[config.mk]
export PLATFORM = sky130hd
export DESIGN_NAME = regfile_wb_arbiter
export DESIGN_NICKNAME = d
export VERILOG_FILES = /design/src/rtl/cpu_pkg.sv /design/src/rtl/wb_rr_arb.sv /design/src/rtl/regfile_wb_arbiter.sv
export SDC_FILE = /design/constraint.sdc
export NUM_CORES = 1
export LEC_CHECK = 0
export ABC_CLOCK_PERIOD_IN_PS = 3190
export CORE_MARGIN = 5
export CORE_UTILIZATION = 42
export DETAILED_ROUTE_END_ITERATION = 7
export GPL_ROUTABILITY_DRIVEN = 0
export PLACE_DENSITY_LB_ADDON = 0.25
export SLEW_MARGIN = 20
export SYNTH_ARGS = -nofsm -noshare
export SYNTH_HDL_FRONTEND = slang
export SYNTH_SLANG_ARGS = --single-unit
[constraint.sdc]
create_clock -name clk -period 3.19 [get_ports clk]
set_input_delay 0.319 -clock clk [delete_from_list [all_inputs] [get_ports clk]]
set_output_delay 0.319 -clock clk [all_outputs]
set_load 0.1 [all_outputs]
[src/rtl/cpu_pkg.sv]
// Shared CPU definitions: register-file geometry, register index type and
// the writeback round-robin pointer encoding.
package cpu_pkg;

    localparam int DATA_W = 16;
    localparam int NREG   = 8;
    localparam int AW     = 3;

    typedef logic [AW-1:0] reg_idx_t;

    // Which requester currently holds priority when both are valid.
    typedef enum logic {
        PTR_ALU = 1'b0,
        PTR_MEM = 1'b1
    } rr_ptr_t;

    // Bit positions of the requesters in valid/grant vectors.
    localparam int SRC_ALU = 0;
    localparam int SRC_MEM = 1;

endpackage

[src/rtl/wb_rr_arb.sv]
// Two-way round-robin arbiter for the register-file write port.
// Purely combinational: the caller owns the pointer register and feeds
// ptr_next back into it every cycle.
module wb_rr_arb
    import cpu_pkg::*;
(
    input  logic    [1:0] valid,
    input  rr_ptr_t       ptr,
    input  logic          hold,
    output logic    [1:0] grant,
    output rr_ptr_t       ptr_next
);

    // Grant selection and pointer advance; pointer moves only on a grant.
    always_comb begin
        // NOTE: every output gets a default first so no path leaves it unassigned (no latch).
        grant    = 2'b00;
        ptr_next = ptr;
        if (!hold) begin
            if (valid[SRC_ALU] && (!valid[SRC_MEM] || ptr == PTR_ALU)) begin
                grant[SRC_ALU] = 1'b1;
            end else if (valid[SRC_MEM]) begin
                grant[SRC_MEM] = 1'b1;
            end
        end
        // Priority passes to the side that was not served.
        if (grant[SRC_ALU]) begin
            ptr_next = PTR_MEM;
        end else if (grant[SRC_MEM]) begin
            ptr_next = PTR_ALU;
        end
    end

endmodule

[src/rtl/regfile_wb_arbiter.sv]
// Owner of the single register-file write port. Arbitrates ALU and load
// writebacks, registers the winning write for the register file, tracks
// pending destinations in a busy scoreboard and flags stray writebacks.
module regfile_wb_arbiter #(
    parameter int DATA_W = 16,
    parameter int NREG   = 8,
    parameter int AW     = 3
) (
    input  logic              clk,
    input  logic              rst_n,
    input  logic              alu_valid,
    input  logic [AW-1:0]     alu_reg,
    input  logic [DATA_W-1:0] alu_data,
    output logic              alu_ready,
    input  logic              mem_valid,
    input  logic [AW-1:0]     mem_reg,
    input  logic [DATA_W-1:0] mem_data,
    output logic              mem_ready,
    input  logic              issue_en,
    input  logic [AW-1:0]     issue_reg,
    input  logic              wb_hold,
    output logic              rf_write_en,
    output logic [AW-1:0]     rf_wreg,
    output logic [DATA_W-1:0] rf_writedata,
    output logic [NREG-1:0]   busy,
    output logic              wb_err
);

    import cpu_pkg::*;

    rr_ptr_t           ptr_q;
    rr_ptr_t           ptr_next;
    logic [1:0]        grant;
    logic              any_grant;
    logic [AW-1:0]     grant_reg;
    logic [DATA_W-1:0] grant_data;
    logic [NREG-1:0]   busy_next;
    logic              clear_same_reg;
    logic              err_hit;

    wb_rr_arb u_arb (
        .valid    ({mem_valid, alu_valid}),
        .ptr      (ptr_q),
        .hold     (wb_hold),
        .grant    (grant),
        .ptr_next (ptr_next)
    );

    assign alu_ready = grant[SRC_ALU];
    assign mem_ready = grant[SRC_MEM];
    assign any_grant = |grant;

    // Select destination and data of the granted requester.
    always_comb begin
        grant_reg  = alu_reg;
        grant_data = alu_data;
        if (grant[SRC_MEM]) begin
            grant_reg  = mem_reg;
            grant_data = mem_data;
        end
    end

    // Round-robin pointer register; starts with ALU priority.
    always_ff @(posedge clk or negedge rst_n) begin
        if (!rst_n) begin
            // NOTE: sequential state uses non-blocking assignments so all flops update together at the edge.
            ptr_q <= PTR_ALU;
        end else begin
            ptr_q <= ptr_next;
        end
    end

    // Write stage: a grant becomes a one-cycle write strobe; address/data hold when idle.
    always_ff @(posedge clk or negedge rst_n) begin
        if (!rst_n) begin
            rf_write_en  <= 1'b0;
            rf_wreg      <= '0;
            rf_writedata <= '0;
        end else begin
            rf_write_en <= any_grant;
            if (any_grant) begin
                rf_wreg      <= grant_reg;
                rf_writedata <= grant_data;
            end
        end
    end

    // Scoreboard update: commit clears, issue sets, and the set is applied last so it wins.
    always_comb begin
        busy_next = busy;
        if (rf_write_en) begin
            busy_next[rf_wreg] = 1'b0;
        end
        if (issue_en) begin
            busy_next[issue_reg] = 1'b1;
        end
    end

    // Scoreboard register.
    always_ff @(posedge clk or negedge rst_n) begin
        if (!rst_n) begin
            // NOTE: the scoreboard is a small flop vector, so it is reset as a whole; a RAM would not be.
            busy <= '0;
        end else begin
            busy <= busy_next;
        end
    end

    // A writeback is stray when its register is neither pending nor being committed this edge.
    assign clear_same_reg = rf_write_en && (rf_wreg == grant_reg);
    assign err_hit        = any_grant && !busy[grant_reg] && !clear_same_reg;

    // Sticky error flag; only reset clears it.
    always_ff @(posedge clk or negedge rst_n) begin
        if (!rst_n) begin
            wb_err <= 1'b0;
        end else if (err_hit) begin
            wb_err <= 1'b1;
        end
    end

endmodule

==> metrics.md <==
| Metric | Value |
|---|---|
| Outcome | `finished, final reports clean` |
| Hold buffer count at cts | `0` |
| Final min period | `2.24 ns` |
| CTS Buffer Depth | `2` |
| Clk Latency, worst-skew pair | `0.32 ns` |
| Core Area | `0.00339 mm^2` |
| Leading cell type in the layout, fill and taps excluded | `clkdlybuf4s50_1` |
| DIE WIDTH | `69.6 um` |
| Fin nets | `262` |
| Cell variety after synth | `24` |
| RSZ-0062 raised after global routing | `no` |
| CTS resizes | `0` |
| # setup viols final | `0` |
| CP Launch Type | `flop` |
| Dpl cell area | `0.00232 mm^2` |
| Row cnt | `21` |
| Synth warn | `0` |
| PD cells | `712 mW/mm^2` |
| Slew Limit Fails | `0` |
| Die Area | `0.00485 mm^2` |
| Final Hold Viols | `0` |
| Relative slew slack | `32.4%` |
| Crit path capture | `rf_wreg[0]` |
| Setup ws final | `0.952 ns` |
| # DRC | `0` |
| CP Max Fanout | `5` |
| Setup TNS | `0 ns` |
| Seq cells post-synth | `30` |
| Clk sinks | `30` |
| Mean Syn Cell Area | `11.0 um^2` |
| Final HPWL DP | `3.53 mm` |
| Initial core utilization | `44.0%` |
| Mapped Cells | `136` |
| HP Class | `input pin to asynchronous set/reset pin` |
| Worst path required time | `2.87 ns` |
| CTS tree | `done` |
| CTS root buffer | `clkbuf_4` |
| CTS Buf Count | `5` |
| Vias in the first global route | `1,579` |
| Clock Skews | `0.00921 ns` |
| CP startpoint | `rf_wreg[0]` |
| Critical R2R Launch | `ptr_q` |
| Final period util | `70.1%` |
| Routed vias | `1,435` |
| Total gr overflow | `0` |
| All-layer global routing usage | `19.5%` |
| Sequential cell area fraction in the yosys report | `50.3%` |
| Synthesized Nets | `183` |
| # diodes | `0` |
| Share of layout cells above drive strength 1 | `8.88%` |
| I/O Buffers | `77` |
| CP max stage delay | `1.16 ns` |
| Netlist Area Pre-Place | `0.00149 mm^2` |
| Most frequent cells in the layout | `73 x clkdlybuf4s50_1, 30 x dfrtp_1, 21 x inv_1` |
| Delay-heaviest family, CP | `buffers and inverters` |
| Final instance area | `0.00237 mm^2` |
| Leakage power | `0.00101 uW` |
| 1st-pass router iterations | `6` |
| DRT antenna net count | `0` |
| Antenna violations before repair | `0` |
| Pre-CTS WS | `0.911 ns` |
| Critical path cell sequence | `clkdlybuf4s50_1` |
| Worst-case reg-to-reg path depth | `5` |
| Worst-path clk slew | `0.09 ns` |
| Post-CTS Setup Bufs | `0` |
| First-pass GRT wire length | `7.60 mm` |
| Critical-path top delay cell | `clkdlybuf4s50_1` |
| Worst EP arrival | `1.92 ns` |
| WL/cell | `17.2 um` |
| Worst-Margin Slew | `1.01 ns` |
| Worst R2R Setup Slack | `1.35 ns` |
| Area delta synth->final | `58.9%` |
| Ports | `78` |
| H-tree depth | `2` |
| Vias/cell | `5.52` |
| Max_cap viols | `0` |
| Worst reg2reg endpoint | `wb_err` |
| Total routed wirelength | `4.46 mm` |
| CP endpoint kind | `output pin` |
| Setup CP Type | `flop to output pin` |
| CP bufs+invs | `1` |
| Drt initial violations | `171` |
| Overall power | `1690 uW` |
| Crit path depth | `1` |
| Die Ht | `69.6 um` |
| Fmax | `0.447 GHz` |
| Largest net degree at the start of global routing | `31` |
| # fillers | `240` |
| Max rail drop VDD | `0.000460 V` |
worst min-delay path by stage:
stage                        to  slack (ns)  depth (start not counted)
floorplan               busy[0]        0.02                          0
global placement         wb_err        0.46                          1
detailed placement       wb_err        0.48                          1
CTS                 rf_write_en        0.39                          2
global route        rf_write_en        0.41                          2
finish               rf_wreg[0]        0.37                          2
power by group:
part	total [uW]	internal [uW]	switching, uW
clock	215	99.1	116
combinational	951	265	686
sequential	522	453	69.6
total	1690	817	871
cells in the mapped netlist:
cell type	number	area (um^2)
dfrtp_1	30	751
buf_4	1	7.51
mux4_2	2	45.0
o221ai_1	1	8.76
a31o_1	1	8.76
a21oi_2	1	8.76
a222oi_1	16	160
nor2_1	3	11.3
o31ai_1	4	30.0
nand2_1	9	33.8
a211oi_4	1	20.0
clkbuf_1	4	15.0
mux2i_1	6	60.1
a21oi_1	1	5.00
o2111ai_1	1	8.76
xnor2_1	3	26.3
nor2b_1	1	6.26
mux4_1	2	52.6
or2_2	1	6.26
inv_1	21	78.8
o21ai_0	17	85.1
mux2_2	1	11.3
nand2b_1	6	37.5
buf_2	3	15.0
metrics by stage:
step,utilization [%],instances,hold slack (ns)
2_1_floorplan,-,136,0.0234
3_3_place_gp,68.5,254,0.457
3_5_place_dp,68.5,254,0.479
4_1_cts,70.0,260,0.388
5_1_grt,70.0,260,0.405
6_report,70.0,260,0.374
state kept, by name (all words and copies together) (netlist names):
signal / cells
busy: 8
rf_wreg: 3
wb_err: 1
rf_writedata: 16
ptr_q: 1
rf_write_en: 1
cell type report:
| class | instances | area, um^2 | area share [%] |
|---|---|---|---|
| timing repair buffer | 80 | 808 | 34.1 |
| sequential | 30 | 751 | 31.6 |
| multi-input combinational | 77 | 626 | 26.4 |
| inverter | 21 | 78.8 | 3.32 |
| tap | 46 | 57.6 | 2.43 |
| clock buffer | 6 | 51.3 | 2.16 |
cell families (layout without fill, tap and decap cells):
kind of cell / Yosys count / after routing / share of synthesized area, %
compound gates: 43 / 43 / 22.5
flops: 30 / 30 / 50.3
buf+inv: 29 / 107 / 7.80
simple gates: 20 / 20 / 6.37
mux: 11 / 11 / 11.3
xor+xnor: 3 / 3 / 1.76
metal layers:
layer | GRT usage [%] | up-vias | routed length, um
li1 | - | 667 | -
met1 | 22.4 | 715 | 1740
met2 | 35.3 | 43 | 2430
met3 | 4.93 | 10 | 219
met4 | 6.17 | 0 | 67
met5 | 0 | - | 0
Power figures use the tool's default switching activity.
